$ cat config.mk
export PLATFORM = sky130hd
export DESIGN_NAME = sar_adc_control
export DESIGN_NICKNAME = d
export VERILOG_FILES = /design/src/rtl/sar_adc_control.sv
export SDC_FILE = /design/constraint.sdc
export NUM_CORES = 1
export LEC_CHECK = 0
export ABC_AREA = 1
export CAP_MARGIN = 20
export CELL_PAD_IN_SITES_DETAIL_PLACEMENT = 1
export CELL_PAD_IN_SITES_GLOBAL_PLACEMENT = 1
export CORE_MARGIN = 2
export CORE_UTILIZATION = 42
export CTS_BUF_LIST = sky130_fd_sc_hd__clkbuf_8 sky130_fd_sc_hd__clkbuf_16
export DETAILED_ROUTE_END_ITERATION = 6
export MAX_ROUTING_LAYER = met4
export PLACE_DENSITY = 0.88
export SYNTH_ARGS = -nofsm -noshare
export SYNTH_HDL_FRONTEND = slang
export SYNTH_SLANG_ARGS = --single-unit
$ cat constraint.sdc
create_clock -name clk -period 2.2 [get_ports clk]
set_input_delay 0.44 -clock clk [delete_from_list [all_inputs] [get_ports clk]]
set_output_delay 0.44 -clock clk [all_outputs]
set_load 0.005 [all_outputs]
$ cat src/rtl/sar_adc_control.sv
// sar_adc_control: successive-approximation ADC sequencer driving an R2R ladder and sampling a comparator
module sar_adc_control #(
  parameter int WIDTH = 8,
  parameter int SETTLE_CYCLES = 4
) (
  input  logic             clk,
  input  logic             rst,
  input  logic             start,
  input  logic             continuous,
  input  logic             comp_in,
  output logic [WIDTH-1:0] dac_out,
  output logic [WIDTH-1:0] result,
  output logic             result_valid,
  output logic             busy
);
  localparam int IW = (WIDTH > 1) ? $clog2(WIDTH) : 1;
  localparam logic [WIDTH-1:0] msb = WIDTH'(1) << (WIDTH - 1);
  typedef enum logic [2:0] {IDLE, SET, SETTLE, DECIDE, DONE} state_t;
  state_t state;
  logic [WIDTH-1:0] trial, onehot, decided;
  logic [IW-1:0] idx;
  logic [7:0] cnt;
  logic [1:0] sync;
  logic comp_s;
  assign comp_s = sync[1];
  // bit idx of trial is always still clear when DECIDE runs, so OR-ing sets it
  always_comb begin
    onehot = WIDTH'(1) << idx;
    decided = comp_s ? (trial | onehot) : trial;
  end
  always_ff @(posedge clk) begin
    if (rst) begin
      state <= IDLE;
      dac_out <= '0;
      result <= '0;
      result_valid <= 1'b0;
      busy <= 1'b0;
      trial <= '0;
      idx <= '0;
      cnt <= '0;
      sync <= '0;
    end else begin
      result_valid <= 1'b0;
      sync <= {sync[0], comp_in};
      case (state)
        IDLE: if (start) begin
          trial <= '0;
          idx <= IW'(WIDTH - 1);
          dac_out <= msb;
          busy <= 1'b1;
          state <= SET;
        end
        SET: begin
          cnt <= 8'(SETTLE_CYCLES - 1);
          state <= SETTLE;
        end
        SETTLE: begin
          cnt <= cnt - 8'd1;
          state <= (cnt == 8'd0) ? DECIDE : SETTLE;
        end
        DECIDE: begin
          trial <= decided;
          if (idx != '0) begin
            idx <= idx - IW'(1);
            dac_out <= decided | (onehot >> 1);
            state <= SET;
          end else begin
            result <= decided;
            dac_out <= decided;
            result_valid <= 1'b1;
            state <= DONE;
          end
        end
        DONE: if (continuous) begin
          trial <= '0;
          idx <= IW'(WIDTH - 1);
          dac_out <= msb;
          state <= SET;
        end else begin
          busy <= 1'b0;
          state <= IDLE;
        end
        default: state <= IDLE;
      endcase
    end
  end
endmodule
Word-level counts from Yosys, hierarchy flattened
Index checks and enable logic that the tools add are counted.
Word-level totals
  output and inout port bits: 18
  flip-flop bits (word level): 42
  word-level logic and storage cells: 57
  bits of input ports: 5
Operators by class
  reduce and logical (&&, ||, !) cells: 11
  $add $sub $neg: 2
  bitwise logic cells: 4
  shifts and indexed selects: 1
  multiplexer cells: 22
  equality and inequality tests: 8
Operators with widths (count)
  2-to-1 mux 8 bit: 6
  case mux 8 bit (3 select lines): 2
  case mux 8 bit (2 select lines): 1
  2-to-1 mux 3 bit: 5
  case mux 3 bit (5 select lines): 1
  case mux 3 bit (3 select lines): 1
  zero test 8 bit: 1
  inequality test 2 bit, second input constant: 4
  bitwise OR 8 x 7 -> 8 bit: 1
  bitwise OR 8 bit: 1
  << shifter 1 x 3 -> 8 bit, first input constant: 1
  subtractor 8 x 1 -> 8 bit, second input constant: 1
  equality test 3 x 2 -> 1 bit, second input constant: 2
  AND reduction 3 bit: 2
  nonzero test 3 bit: 2
  2-to-1 mux 1 bit: 5
  AND reduction 4 bit: 1
  nonzero test 2 bit: 2
  equality test 3 x 1 -> 1 bit, second input constant: 1
  equality test 3 bit, second input constant: 1
  zero test 3 bit: 1
  subtractor 3 x 1 -> 3 bit, second input constant: 1
  NOT 1 bit: 2
  case mux 1 bit (2 select lines): 1
  other kinds (2): 2

Logic depth before layout (Yosys ltp)
Gate-level depths: netlist of the first run.
  word-level depth: 6
  gate-level depth with buffers: 9
  gate-level depth less buffers: 9

Least setup slack after synthesis of the first run
OpenSTA, ideal clock, no wires.
  kind: flip-flop to flip-flop
  from: reg idx[0]
  to: reg result[6]
  clock period less this slack: 1.381 ns
  stages on the path, launching flop included: 9
  buffers on the path: 1
  library setup time: 0.116 ns
  required time: 2.084 ns
  setup slack: 0.819 ns
  data arrival time: 1.265 ns
  cells stage by stage: dfxtp_1 > inv_1 > ha_1 > inv_1 > nor2_1 > nand2_1 > buf_2 > o21ai_0 > nor2_1
On the way
  cells in the longest elaborated chain, start to end: 3
  elaborated cells on any way between the ends: 6
  those cells by class: 1 x shift; 1 x mux; 2 x bitwise; 2 x reduce/logical
RTL lines
  start, declared: line 21  | logic [IW-1:0] idx;
  start signal, assigned: line 48  | idx <= IW'(WIDTH - 1);
  start signal, assigned: line 64  | idx <= idx - IW'(1);
  start signal, assigned: line 76  | idx <= IW'(WIDTH - 1);
  << shifter 1 x 3 -> 8 bit / nonzero test 3 bit (equally long branches): line 28, 63
  bitwise OR 8 bit / NOT 1 bit (equally long branches)
  2-to-1 mux 8 bit / AND reduction 2 bit (equally long branches)
  end signal, assigned: line 68  | result <= decided;
  end, declared: line 12  | output logic [WIDTH-1:0] result,
Parallel ways exist; a longest one is shown, timed or not.
A chain may end at the register's enable or synchronous reset.

Final worst setup path of the first run
  from: reg idx[0]
  to: reg result[2]
Same word-level chain as after synthesis.

==> results of run 1 <==
through the flow:
step	instance area (µm²)	total power, µW	util
3_3_place_gp	2200	1820	0.502
5_1_grt	2300	2580	0.524
3_5_place_dp	2200	1870	0.502
2_1_floorplan	1930	1630	-
6_report	2300	2370	0.524
4_1_cts	2300	2400	0.524
per-layer routing:
layer | wire, µm | part of all wire
met1 | 2190 | 0.44
met2 | 2490 | 0.50
met3 | 231 | 0.046
met4 | 96 | 0.019
met5 | 0 | 0
power groups by stage:
stage / logic, µW / clock network [µW] / registers (µW)
after floorplan: 660 / 0 / 970
after global placement: 819 / 0 / 1000
after detailed placement: 859 / 0 / 1010
after CTS: 867 / 538 / 995
after global routing: 1000 / 567 / 1010
final: 862 / 521 / 992
sequential cells by signal (all words and copies together) (netlist names):
register and flops:
dac_out 8, trial 8, cnt 8, busy 1
result 8, sync 2, result_valid 1, idx 3
state 3
critical path: stages (launching register included):
cell and delay [ps]:
dfxtp_1 350, inv_1 130, ha_1 260, inv_1 70
nor2_1 180, nand2_1 250, inv_1 280, nand2_1 90
a21oi_1 150
placed cells by master, fill, tap and decap left out, drive strengths merged:
master,count
buf,3
nand2,77
clkdlybuf4s50,22
a31oi,1
nor2,30
a21oi,31
clkinv,1
nand4,3
or2,1
ha,7
o21ai,12
clkinvlp,1
o21bai,4
inv,39
nor3,2
nand3,22
dfxtp,42
clkbuf,6
worst paths after layout:
path	endpoint	cells past startpoint
worst max-delay path	result[2]	8
worst min-delay path	sync[1]	2
worst max register to register	result[2]	8
worst min register to register	sync[1]	2
cells in the mapped netlist, drive strengths merged:
master  instances  area [µm²]
a21oi          31         155
a31oi           1        6.26
buf             4        26.3
clkbuf          4        15.0
dfxtp          42         841
ha              7        87.6
inv            39         146
nand2          77         292
nand3          22         120
nand4           3        18.8
nor2           30         120
nor3            2        10.0
o21ai          12        60.1
o21bai          4        30.0
or2             1        6.26
cells by family (layout without fill, tap and decap cells):
logic type / after synthesis / after routing
AND/OR/NAND/NOR: 135 / 135
buffers and inverters: 47 / 72
flip-flops: 42 / 42
AO/OA/AOI/OAI: 48 / 48
adder cells (fa/ha/maj): 7 / 7
final cells by class:
| cell class | instances | area share |
|---|---|---|
| Clock buffer | 6 | 0.0360 |
| Multi-Input combinational cell | 190 | 0.395 |
| Timing Repair Buffer | 25 | 0.106 |
| Sequential cell | 42 | 0.366 |
| Tap cell | 52 | 0.0283 |
| Clock inverter | 2 | 0.00545 |
| Inverter | 39 | 0.0638 |
==> impl_metrics.csv, run 1 <==
group,metric,value,unit
synth,yosys.cell_types.count,20,
clocking,holdBufCountCts,0,
timing,slew_viol_final,0,
placed_design,dp_worst_setup_slack,425,ps
setup_path,critPathKind,"reg -> reg",
placed_design,routabilityCongestion,0.843,
pwr,p_sw,951,µW
setup_path,crit_fanout,7,
routing,vias,1844,
timing,fmax,0.549,GHz
clocking,cts.reportedPaths.clkPinSlew,80,ps
routing,dr.pass1.iters,4,
clocking,cts_max_level,2,
finish,nNetsFinal,315,
floorplanning,start_util,0.441,
setup_path,crit_required,2420,ps
finish,instances_no_fill,356,
pwr,intPower,1420,µW
min_path,hp-start,"sync[0]",
timing,finalClockSkew,8.03,ps
grt,grt.total_usage,0.216,
finish,drive_gt1_frac,0.0592,
synth,netlist_area,1930,µm²
clocking,cts_resized,0,
synth,synth-simple-area-share,0.293,
pwr,seqPwrFrac,0.418,
routing,drtIter0Drc,69,
grt,gr-usage-met1,0.251,
grt,busiest_layer,"met2",
clocking,cts_tree,"yes",
routing,avgViaCountPerCell,5.18,
routing,totalWireLength,5.01,mm
finish,fill_cells,601,
pwr,power_leakage,0.000985,µW
placed_design,place_inst,348,
routing,wl_per_cell,14.1,µm
routing,drt.antenna.violating_nets,0,
placed_design,portBuffers,22,
synth,ys_seq_area_frac,0.435,
finish,area_growth,18.7,%
synth,yosys_warnings,0,
grt,antenna_found_initial,0,
timing,setup_slack,379,ps
synth,synth_xor_area_frac,0,
setup_path,worstSetupEndpointType,"flip-flop",
synth,synth_top_family_by_area,"simple AND/OR/NAND/NOR gates",
pwr,switching_share,0.400,
grt,grt_max_degree,30,
floorplanning,die_h,71.9,µm
grt,grt_pass1_wl,8.45,mm
synth,synth_mux_area_frac,0,
finish,seq_area,841,µm²
synth,syn_nets,291,
clocking,clockRootBuffer,"clkbuf_8",
finish,antenna_cells,0,
timing,timing.hold.ws,409,ps
clocking,cts_buffers,5,
timing,final-setup-viol-count,0,
timing,finalHoldViolCount,0,
timing,rsz0062_at_grt,"false",
floorplanning,io_pins,23,
placed_design,dp_hpwl,3.66,mm
setup_path,crit_arrival,2050,ps
outcome,status,"complete, no violations",
finish,multiInputGateArea,906,µm²
routing,drc_errors,0,
clocking,clock_sinks,42,
synth,synth-compound-area-share,0.130,
timing,relSlewSlack,0.581,
grt,overflow,0,
clocking,post_cts_buffers,0,
synth,synth_area_per_cell,6.93,µm²
timing,tns,0,ps
synth,netlist_instances,279,
job,maxCapViolCount,0,
floorplanning,die_area,5160,µm²
pwr,p_comb_frac,0.363,
clocking,clockBufferDepth,2,
timing,tightest_slew,623,ps
setup_path,r2r-start,"idx[0]",
synth,ys_seq_elements,42,
setup_path,cp-start-kind,"flip-flop",
setup_path,r2r_slack,380,ps
grt,use_met2,0.360,
min_path,hp-class,"reg -> reg",
grt,gr-usage-met3,0.0464,
floorplanning,core_area,4380,µm²
setup_path,crit_start,"idx[0]",
floorplanning,die_width,71.9,µm
pwr,power.share.clock,0.219,
clocking,clk_latency,300,ps
pwr,pwr_density_cell,1030,nW/µm²
timing,min_period_over_period,0.828,
floorplanning,std_cell_rows,24,
synth,synthAdderAreaFrac,0.0453,
pwr,ir_worst_vdd,486,µV
grt,grt_pass1_vias,1838,
timing,period_minus_slack,1820,ps
Note: power is estimated with default switching activity, not from simulation.
==> run 2, diff against run 1 <==
--- a/config.mk
+++ b/config.mk
@@ -10,11 +10,11 @@
 export CELL_PAD_IN_SITES_DETAIL_PLACEMENT = 1
 export CELL_PAD_IN_SITES_GLOBAL_PLACEMENT = 1
 export CORE_MARGIN = 2
-export CORE_UTILIZATION = 42
+export CORE_UTILIZATION = 39
 export CTS_BUF_LIST = sky130_fd_sc_hd__clkbuf_8 sky130_fd_sc_hd__clkbuf_16
 export DETAILED_ROUTE_END_ITERATION = 6
 export MAX_ROUTING_LAYER = met4
-export PLACE_DENSITY = 0.88
+export PLACE_DENSITY = 0.83
 export SYNTH_ARGS = -nofsm -noshare
 export SYNTH_HDL_FRONTEND = slang
 export SYNTH_SLANG_ARGS = --single-unit
==> constraint.sdc (replaced) <==
create_clock -name clk -period 1.7 [get_ports clk]
set_input_delay 0.34 -clock clk [delete_from_list [all_inputs] [get_ports clk]]
set_output_delay 0.34 -clock clk [all_outputs]
set_load 0.005 [all_outputs]
==> run 2 against run 1 <==
Sequential cell count unchanged. Routed wire length up 4.8%. Combinational power is 43% higher. Worst setup slack got worse by 190 ps. Core utilization fell by 1.9 points. Non-clock buffer count is 9 higher. Critical path type is now reg -> out. Largest power group unchanged. Highest routed layer unchanged.
==> impl_metrics.csv, run 2 (same netlist as run 1, synthesis figures left out) <==
group,metric,value,unit
routing,vias,1873,
placed_design,dp_hpwl,3.96,mm
setup_path,r2r_slack,230,ps
finish,nNetsFinal,324,
routing,avgViaCountPerCell,4.93,
clocking,cts_max_level,2,
clocking,clk_latency,290,ps
setup_path,crit_required,1360,ps
clocking,clockBufferDepth,2,
floorplanning,io_pins,23,
setup_path,path_delay_family,"buffers and inverters",
clocking,cts_buffers,5,
grt,grt_pass1_vias,1937,
routing,drc_errors,0,
routing,wl_per_cell,13.8,µm
setup_path,worstSetupEndpointType,"output port",
timing,min_period_over_period,0.891,
timing,fmax,0.660,GHz
floorplanning,die_h,74.4,µm
job,maxCapViolCount,0,
routing,drt.antenna.violating_nets,0,
setup_path,reg2reg_to,"dac_out[1]",
setup_path,cp.depth,1,
floorplanning,die_width,74.4,µm
min_path,hp-start,"sync[0]",
grt,grt.total_usage,0.219,
pwr,ir_worst_vdd,428,µV
grt,grt_pass1_wl,8.87,mm
placed_design,dpl_cell_area,2300,µm²
finish,fin_util,0.505,
floorplanning,die_area,5540,µm²
clocking,cts_tree,"yes",
timing,period_minus_slack,1510,ps
clocking,clock_sinks,42,
finish,antenna_cells,0,
setup_path,crit_arrival,1170,ps
setup_path,r2r_cells,7,
setup_path,critPathKind,"reg -> out",
clocking,clockRootBuffer,"clkbuf_8",
min_path,hold_end,"sync[1]",
setup_path,crit_fanout,2,
finish,final_common_cell,"nand2_1",
setup_path,crit_start,"result[4]",
timing,rsz0062_at_grt,"false",
routing,dr.pass1.iters,4,
timing,tightest_slew,336,ps
grt,overflow,0,
setup_path,timing.critical_path.buf_inv,1,
min_path,hold_path_depth,2,
floorplanning,core_area,4750,µm²
pwr,pwr_density_cell,1330,nW/µm²
timing,finalClockSkew,8.31,ps
placed_design,portBuffers,22,
routing,drtIter0Drc,67,
finish,final_cell_mix,"nand2_1 (75), dfxtp_1 (42), inv_1 (36)",
placed_design,routabilityCongestion,0.817,
timing,finalHoldViolCount,0,
timing,relSlewSlack,0.776,
timing,final-setup-viol-count,0,
finish,drive_gt1_frac,0.0958,
floorplanning,start_util,0.407,
clocking,cts.reportedPaths.clkPinSlew,80,ps
setup_path,cp-start-kind,"flip-flop",
timing,tns,0,ps
timing,slew_viol_final,0,
floorplanning,std_cell_rows,25,
setup_path,crit_chain,"clkdlybuf4s50_1",
min_path,hp-class,"reg -> reg",
setup_path,cpPeakStageDelay,510,ps
grt,antenna_found_initial,0,
pwr,power_leakage,0.00103,µW
grt,grt_max_degree,18,
clocking,holdBufCountCts,0,
setup_path,slowest_stage,"clkdlybuf4s50_1",
setup_path,r2r-start,"idx[0]",
finish,area_growth,24.1,%
outcome,status,"complete, no violations",
finish,fin_area,2400,µm²
routing,totalWireLength,5.24,mm
[run 2: how the worst max path moves through the flow]
stage / slack [ps] / to
2_1_floorplan: 320 / result[6]
3_3_place_gp: 150 / trial[5]
3_5_place_dp: 90 / trial[7]
4_1_cts: 130 / result[0]
5_1_grt: 70 / result[0]
6_report: 190 / result[4]
[run 2: metal layers]
metal | global-route usage | wire length (µm) | vias to the layer above
met5 | - | 0 | -
met4 | 0.0694 | 30 | 0
met3 | 0.0461 | 177 | 4
met2 | 0.375 | 2660 | 25
met1 | 0.256 | 2370 | 898
li1 | - | - | 946
[run 2: stage by stage]
stage	hold slack (ps)	total power, µW	std cells	setup slack, ps
floorplan	388	2110	279	319
global placement	391	2460	372	148
detailed placement	401	2520	372	93.5
CTS	412	3230	380	133
global route	423	3470	380	74.3
finish	408	3200	380	185
[run 2: power breakdown]
group / switching [µW] / leakage, µW / internal [µW]
sequential: 157 / 0.000342 / 1130
clock: 350 / 0.0000472 / 327
combinational: 769 / 0.000642 / 462
total: 1280 / 0.00103 / 1920
[run 2: cell type report]
class	instances	area, µm²
inverter	39	146
tap	67	83.8
multi-input combinational	190	911
timing repair buffer	34	323
fill	640	2350
clock inverter	2	12.5
sequential	42	841
clock buffer	6	82.6
[run 2: what timing repair did]
action                     4_1_cts  5_1_grt
gates resized for setup          0        3
setup endpoints to repair        0        7
buffers inserted                 0        0
